==> config.mk <==
export PLATFORM = sky130hd
export DESIGN_NAME = video_timing_gen
export DESIGN_NICKNAME = d
export VERILOG_FILES = /design/src/rtl/video_timing_pkg.sv /design/src/rtl/video_timing_gen_sig_delay.sv /design/src/rtl/video_timing_gen.sv
export SDC_FILE = /design/constraint.sdc
export NUM_CORES = 1
export LEC_CHECK = 0
export CAP_MARGIN = 20
export CORE_UTILIZATION = 50
export DETAILED_ROUTE_END_ITERATION = 12
export GPL_TIMING_DRIVEN = 1
export PLACE_DENSITY_LB_ADDON = 0.1
export SLEW_MARGIN = 10
export SYNTH_ARGS = -nofsm -noshare
export SYNTH_HDL_FRONTEND = slang
export SYNTH_SLANG_ARGS = --single-unit
==> constraint.sdc <==
create_clock -name pixclk -period 3.5 [get_ports pixclk]
set_input_delay 0.7 -clock pixclk [delete_from_list [all_inputs] [get_ports pixclk]]
set_output_delay 0.7 -clock pixclk [all_outputs]
set_load 0.03 [all_outputs]
==> src/rtl/video_timing_pkg.sv <==
// Shared constants for the raster timing generator: 640x480@60 defaults,
// counter width and a helper that sums the four segments of a line or frame.
package video_timing_pkg;

  localparam int CNT_W          = 10;
  localparam int MAX_TOTAL      = 1 << CNT_W;
  localparam int MAX_PIPE_DELAY = 15;

  localparam int DEF_H_ACTIVE   = 640;
  localparam int DEF_H_FP       = 16;
  localparam int DEF_H_SYNC     = 96;
  localparam int DEF_H_BP       = 48;
  localparam int DEF_V_ACTIVE   = 480;
  localparam int DEF_V_FP       = 10;
  localparam int DEF_V_SYNC     = 2;
  localparam int DEF_V_BP       = 33;
  localparam int DEF_PIPE_DELAY = 2;

  function automatic int calc_total(input int active, input int fp, input int sync, input int bp);
    return active + fp + sync + bp;
  endfunction

endpackage

==> src/rtl/video_timing_gen_sig_delay.sv <==
// Synchronous-reset shift register of configurable depth; depth 0 is a wire.
module sig_delay #(
  parameter int               WIDTH     = 1,
  parameter int               DEPTH     = 1,
  parameter logic [WIDTH-1:0] RESET_VAL = '0
) (
  input  logic             pixclk,
  input  logic             reset,
  input  logic [WIDTH-1:0] din,
  output logic [WIDTH-1:0] dout
);

  genvar gi;

  generate
    if (DEPTH == 0) begin : g_pass
      logic unused_pass;
      assign unused_pass = pixclk ^ reset;
      assign dout = din;
    end else begin : g_shift
      logic [WIDTH-1:0] stage_reg [DEPTH];

      for (gi = 0; gi < DEPTH; gi++) begin : g_stage
        if (gi == 0) begin : g_first
          always_ff @(posedge pixclk) begin
            if (reset) stage_reg[gi] <= RESET_VAL;
            else       stage_reg[gi] <= din;
          end
        end else begin : g_rest
          always_ff @(posedge pixclk) begin
            if (reset) stage_reg[gi] <= RESET_VAL;
            else       stage_reg[gi] <= stage_reg[gi-1];
          end
        end
      end

      assign dout = stage_reg[DEPTH-1];
    end
  endgenerate

endmodule

==> src/rtl/video_timing_gen.sv <==
// Raster timing generator: early coordinates/strobes for the pixel source and
// a delayed vde/hSync/vSync set aligned to that source's pipeline latency.
module video_timing_gen
  import video_timing_pkg::*;
#(
  parameter int H_ACTIVE   = DEF_H_ACTIVE,
  parameter int H_FP       = DEF_H_FP,
  parameter int H_SYNC     = DEF_H_SYNC,
  parameter int H_BP       = DEF_H_BP,
  parameter int V_ACTIVE   = DEF_V_ACTIVE,
  parameter int V_FP       = DEF_V_FP,
  parameter int V_SYNC     = DEF_V_SYNC,
  parameter int V_BP       = DEF_V_BP,
  parameter bit HSYNC_POL  = 1'b0,
  parameter bit VSYNC_POL  = 1'b0,
  parameter int PIPE_DELAY = DEF_PIPE_DELAY
) (
  input  logic             pixclk,
  input  logic             reset,
  output logic [CNT_W-1:0] x,
  output logic [CNT_W-1:0] y,
  output logic             active_req,
  output logic             line_start,
  output logic             frame_start,
  output logic [7:0]       frame_cnt,
  output logic             vde,
  output logic             hSync,
  output logic             vSync
);

  localparam int H_TOTAL = calc_total(H_ACTIVE, H_FP, H_SYNC, H_BP);
  localparam int V_TOTAL = calc_total(V_ACTIVE, V_FP, V_SYNC, V_BP);
  localparam int CW1     = CNT_W + 1;

  generate
    if (H_TOTAL > MAX_TOTAL || V_TOTAL > MAX_TOTAL) begin : g_bad_total
      $error("video_timing_gen: H_TOTAL or V_TOTAL exceeds counter range");
    end
    if (PIPE_DELAY < 0 || PIPE_DELAY > MAX_PIPE_DELAY) begin : g_bad_delay
      $error("video_timing_gen: PIPE_DELAY out of range 0..15");
    end
  endgenerate

  // Thresholds are one bit wider so a window ending exactly at 1024 still compares correctly.
  localparam logic [CNT_W-1:0] H_LAST_C   = CNT_W'(H_TOTAL - 1);
  localparam logic [CNT_W-1:0] V_LAST_C   = CNT_W'(V_TOTAL - 1);
  localparam logic [CNT_W:0]   H_ACT_C    = CW1'(H_ACTIVE);
  localparam logic [CNT_W:0]   V_ACT_C    = CW1'(V_ACTIVE);
  localparam logic [CNT_W:0]   HS_BEG_C   = CW1'(H_ACTIVE + H_FP);
  localparam logic [CNT_W:0]   HS_END_C   = CW1'(H_ACTIVE + H_FP + H_SYNC);
  localparam logic [CNT_W:0]   VS_BEG_C   = CW1'(V_ACTIVE + V_FP);
  localparam logic [CNT_W:0]   VS_END_C   = CW1'(V_ACTIVE + V_FP + V_SYNC);

  logic [CNT_W-1:0] h_cnt_reg, h_cnt_next;
  logic [CNT_W-1:0] v_cnt_reg, v_cnt_next;

  always_comb begin
    h_cnt_next = h_cnt_reg + 1'b1;
    v_cnt_next = v_cnt_reg;
    if (h_cnt_reg == H_LAST_C) begin
      h_cnt_next = '0;
      v_cnt_next = (v_cnt_reg == V_LAST_C) ? '0 : v_cnt_reg + 1'b1;
    end
  end

  always_ff @(posedge pixclk) begin
    if (reset) begin
      h_cnt_reg <= '0;
      v_cnt_reg <= '0;
    end else begin
      h_cnt_reg <= h_cnt_next;
      v_cnt_reg <= v_cnt_next;
    end
  end

  logic [CNT_W:0] h_wide, v_wide;
  logic           h_act, v_act, hs_win, vs_win;

  assign h_wide = {1'b0, h_cnt_reg};
  assign v_wide = {1'b0, v_cnt_reg};
  assign h_act  = h_wide < H_ACT_C;
  assign v_act  = v_wide < V_ACT_C;
  assign hs_win = (h_wide >= HS_BEG_C) && (h_wide < HS_END_C);
  assign vs_win = (v_wide >= VS_BEG_C) && (v_wide < VS_END_C);

  logic [CNT_W-1:0] x_reg, y_reg;
  logic             active_req_reg, line_start_reg, frame_start_reg;
  logic             hsync_early_reg, vsync_early_reg;
  logic [7:0]       frame_cnt_reg;

  always_ff @(posedge pixclk) begin
    if (reset) begin
      x_reg           <= '0;
      y_reg           <= '0;
      active_req_reg  <= 1'b0;
      line_start_reg  <= 1'b0;
      frame_start_reg <= 1'b0;
      hsync_early_reg <= ~HSYNC_POL;
      vsync_early_reg <= ~VSYNC_POL;
      frame_cnt_reg   <= '0;
    end else begin
      x_reg           <= h_cnt_reg;
      y_reg           <= v_cnt_reg;
      active_req_reg  <= h_act && v_act;
      line_start_reg  <= (h_cnt_reg == '0);
      frame_start_reg <= (h_cnt_reg == '0) && (v_cnt_reg == '0);
      hsync_early_reg <= hs_win ? HSYNC_POL : ~HSYNC_POL;
      vsync_early_reg <= vs_win ? VSYNC_POL : ~VSYNC_POL;
      if (frame_start_reg) frame_cnt_reg <= frame_cnt_reg + 8'd1;
    end
  end

  logic [2:0] out_bus;

  sig_delay #(
    .WIDTH     (3),
    .DEPTH     (PIPE_DELAY),
    .RESET_VAL ({1'b0, ~HSYNC_POL, ~VSYNC_POL})
  ) u_out_delay (
    .pixclk (pixclk),
    .reset  (reset),
    .din    ({active_req_reg, hsync_early_reg, vsync_early_reg}),
    .dout   (out_bus)
  );

  assign x           = x_reg;
  assign y           = y_reg;
  assign active_req  = active_req_reg;
  assign line_start  = line_start_reg;
  assign frame_start = frame_start_reg;
  assign frame_cnt   = frame_cnt_reg;
  assign {vde, hSync, vSync} = out_bus;

endmodule

==> reports/qor.yml <==
status:
  status: "finished clean"
pwr:
  seqPwrFrac_pct: 51.7
  peakVddDrop_mv: 0.257
  p_sw_mw: 0.308
  leakage_nw: 1.01
  finalPower_mw: 1.34
  pwr-share-clk_pct: 43.8
  comb_power_share_pct: 4.6
  power_density_nw_per_um2: 489
  p_sw_share_pct: 23.0
  p_int_mw: 1.03
yosys:
  avgSynthCellArea_um2: 9.89
  syn-cell-area_um2: 2180
  synth-simple-area-share_pct: 27.7
  syn_nets: 227
  synth_largest_area_cell: "dfxtp_1"
  synth_compound_area_share_pct: 5.06
  netlist_instances: 220
  muxShareOfSynthArea_pct: 0.460
  synth_top_family_by_area: "simple AND/OR/NAND/NOR gates"
  ys_ff_latch: 59
  ys_seq_area_share_pct: 54.3
  synth-edff-count: 0
  yosys.area_share.xor_xnor_pct: 6.44
  synth_flop_cell: "dfxtp_1"
  synthAdderAreaFrac_pct: 2.88
  ys_types: 37
  yosys_warnings: 0
  synthTopCellsByArea: "dfxtp_1 (54%), nor2b_1 (5.5%), nor2_1 (4.7%)"
  synth_common_cells: "dfxtp_1 (59), nor2_1 (27), nor2b_1 (19), nand2_1 (11), xor2_1 (9)"
  async_flop_share_pct: 0
  synth_top_area_share_pct: 54.3
  synth_most_common_cell: "dfxtp_1"
drt:
  dr.pass1.iters: 4
  drc: 0
  drtIter0Drc: 82
  ant_nets: 0
  wl_um: 3990
  via_per_inst: 5.09
  via_count: 1593
  routedWlPerCell_um: 12.7
clock_tree:
  cts_buffer_depth: 2
  post_cts_buffers: 0
  tritoncts: "built"
  clk_pin_slew_ns: 0.06
  post_cts.resized_instances: 0
  cts_max_level: 3
  clock-sinks: 59
  numCtsBuffers: 9
  insertion_delay_ns: 0.33
  postCtsHoldBufs: 0
  root_buffer: "clkbuf_8"
worst_setup_path:
  rr_startpoint: "h_cnt_reg[0]"
  timing.critical_path.buf_inv: 1
  max_stage_delay_ns: 0.73
  reg2reg_to: "v_cnt_reg[9]"
  critPathMaxFanout: 7
  path_class: "register to primary output"
  worst_path_max_delay_cell: "clkdlybuf4s50_1"
  r2r_slack_ns: 1.65
  worst-r2r-cell-count: 5
  worstPathArrival_ns: 1.53
  end_kind: "primary output"
  critical_path.top_delay_family: "buffers and inverters"
  required_ns: 2.80
  path_cells: "clkdlybuf4s50_1"
  cp-start-kind: "register"
timing:
  worst_pin_slew_ns: 0.538
  relSlewSlack_pct: 64.0
  setup_violations: 0
  skew_ns: 0.00277
  min_period_ns: 2.23
  max_freq_mhz: 449
  slew_viol_final: 0
  fin_crit_sh_pct: 63.6
  setup_tns_ns: 0
  hold_viol: 0
  rsz0062_at_grt: "false"
min_path:
  hp-class: "register to register"
  hold_end: "u_out_delay.g_shift.stage_reg[1][1]"
  hold-path-cell-count: 1
  hold_start: "u_out_delay.g_shift.stage_reg[0][1]"
global_route:
  grt_max_degree: 19
  grt.overflow.total: 0
  antenna_found_initial: 0
  grt_pass1_vias: 1399
  grt_pass1_wl_um: 6400
  grt_use_total_pct: 19.4
finish:
  seqCellArea_um2: 1180
  nets: 265
  multi_input_area_um2: 926
  synthToLayoutAreaGrowth_pct: 26.2
  n_fill_cell: 318
  design_area_um2: 2750
  drive_gt1_share_pct: 10.3
  n_antenna_cell: 0
floorplan:
  die_x_um: 68.0
  die_h_um: 68.0
  core_um2: 4090
  rows: 23
  io_pins: 36
  initial_core_util_pct: 53.2
  dieArea_um2: 4620
placement:
  routabilityCongestion: 0.785
  portBuffers: 35
  dpl.hpwl_um: 2800
  place_area_um2: 2550
job:
  max_cap_violations: 0
[power by group through the flow]
stage                     Combinational (mW)  Sequential [mW]  Clock [mW]
after floorplan                       0.0261            0.720           0
after global placement                0.0611            0.708           0
after detailed placement              0.0619            0.708           0
after CTS                             0.0620            0.693       0.601
after global routing                  0.0670            0.695       0.638
final                                 0.0612            0.693       0.588
[cell families after synthesis]
logic type,after synthesis
DFF,59
buffers and inverters,15
adders and majority gates,5
AOI/OAI and AO/OA,18
and+or+nand+nor,106
xor gates and xnor gates,16
muxes,1
[placed cells by master (no fill, tap or decap), drive strengths merged, types with 3 or more instances in the layout]
| master | count |
|---|---|
| clkdlybuf4s50 | 35 |
| nor3 | 3 |
| a21oi | 7 |
| nand2 | 11 |
| o31ai | 3 |
| and3 | 8 |
| nor2b | 19 |
| ha | 5 |
| nor2 | 27 |
| xor2 | 9 |
| clkbuf | 9 |
| inv | 5 |
| xnor2 | 7 |
| or3 | 3 |
| o21ai | 5 |
| clkinv | 4 |
| or2 | 5 |
| nand3 | 8 |
| dfxtp | 59 |
| nand4 | 6 |
| nor4 | 5 |
[metrics by stage]
stage	util (%)	hold WS (ns)	setup slack, ns	std cells
2_1_floorplan	-	0.389	1.88	220
3_3_place_gp	62.5	0.393	1.31	297
3_5_place_dp	62.5	0.395	1.29	297
4_1_cts	67.2	0.410	1.26	313
5_1_grt	67.2	0.421	1.21	313
6_report	67.2	0.408	1.27	313
[layer usage]
metal | vias up | GRT usage [%] | part of all wire, %
met5 | - | 0 | 0
met4 | 0 | 8.59 | 1.0
met3 | 5 | 8.17 | 5.8
met2 | 43 | 27.1 | 42
met1 | 719 | 25.7 | 51
li1 | 826 | - | -
[final cells by class]
cell class,instances,share of cell area [%]
Multi-Input combinational cell,146,33.7
Tap cell,50,2.28
Sequential cell,59,43.0
Clock buffer,9,4.51
Timing Repair Buffer,37,13.3
Inverter,5,0.683
Clock inverter,7,2.51
[worst max-delay path by stage]
| stage | slack (ns) | cells after the start | startpoint | to |
|---|---|---|---|---|
| 2_1_floorplan | 1.88 | 6 | h_cnt_reg[0] | v_cnt_reg[9] |
| 3_3_place_gp | 1.31 | 3 | reset | v_cnt_reg[5] |
| 3_5_place_dp | 1.29 | 3 | reset | v_cnt_reg[5] |
| 4_1_cts | 1.26 | 1 | frame_start | frame_start |
| 5_1_grt | 1.21 | 1 | frame_start | frame_start |
| 6_report | 1.27 | 1 | frame_start | frame_start |
Power figures use the tool's default switching activity.
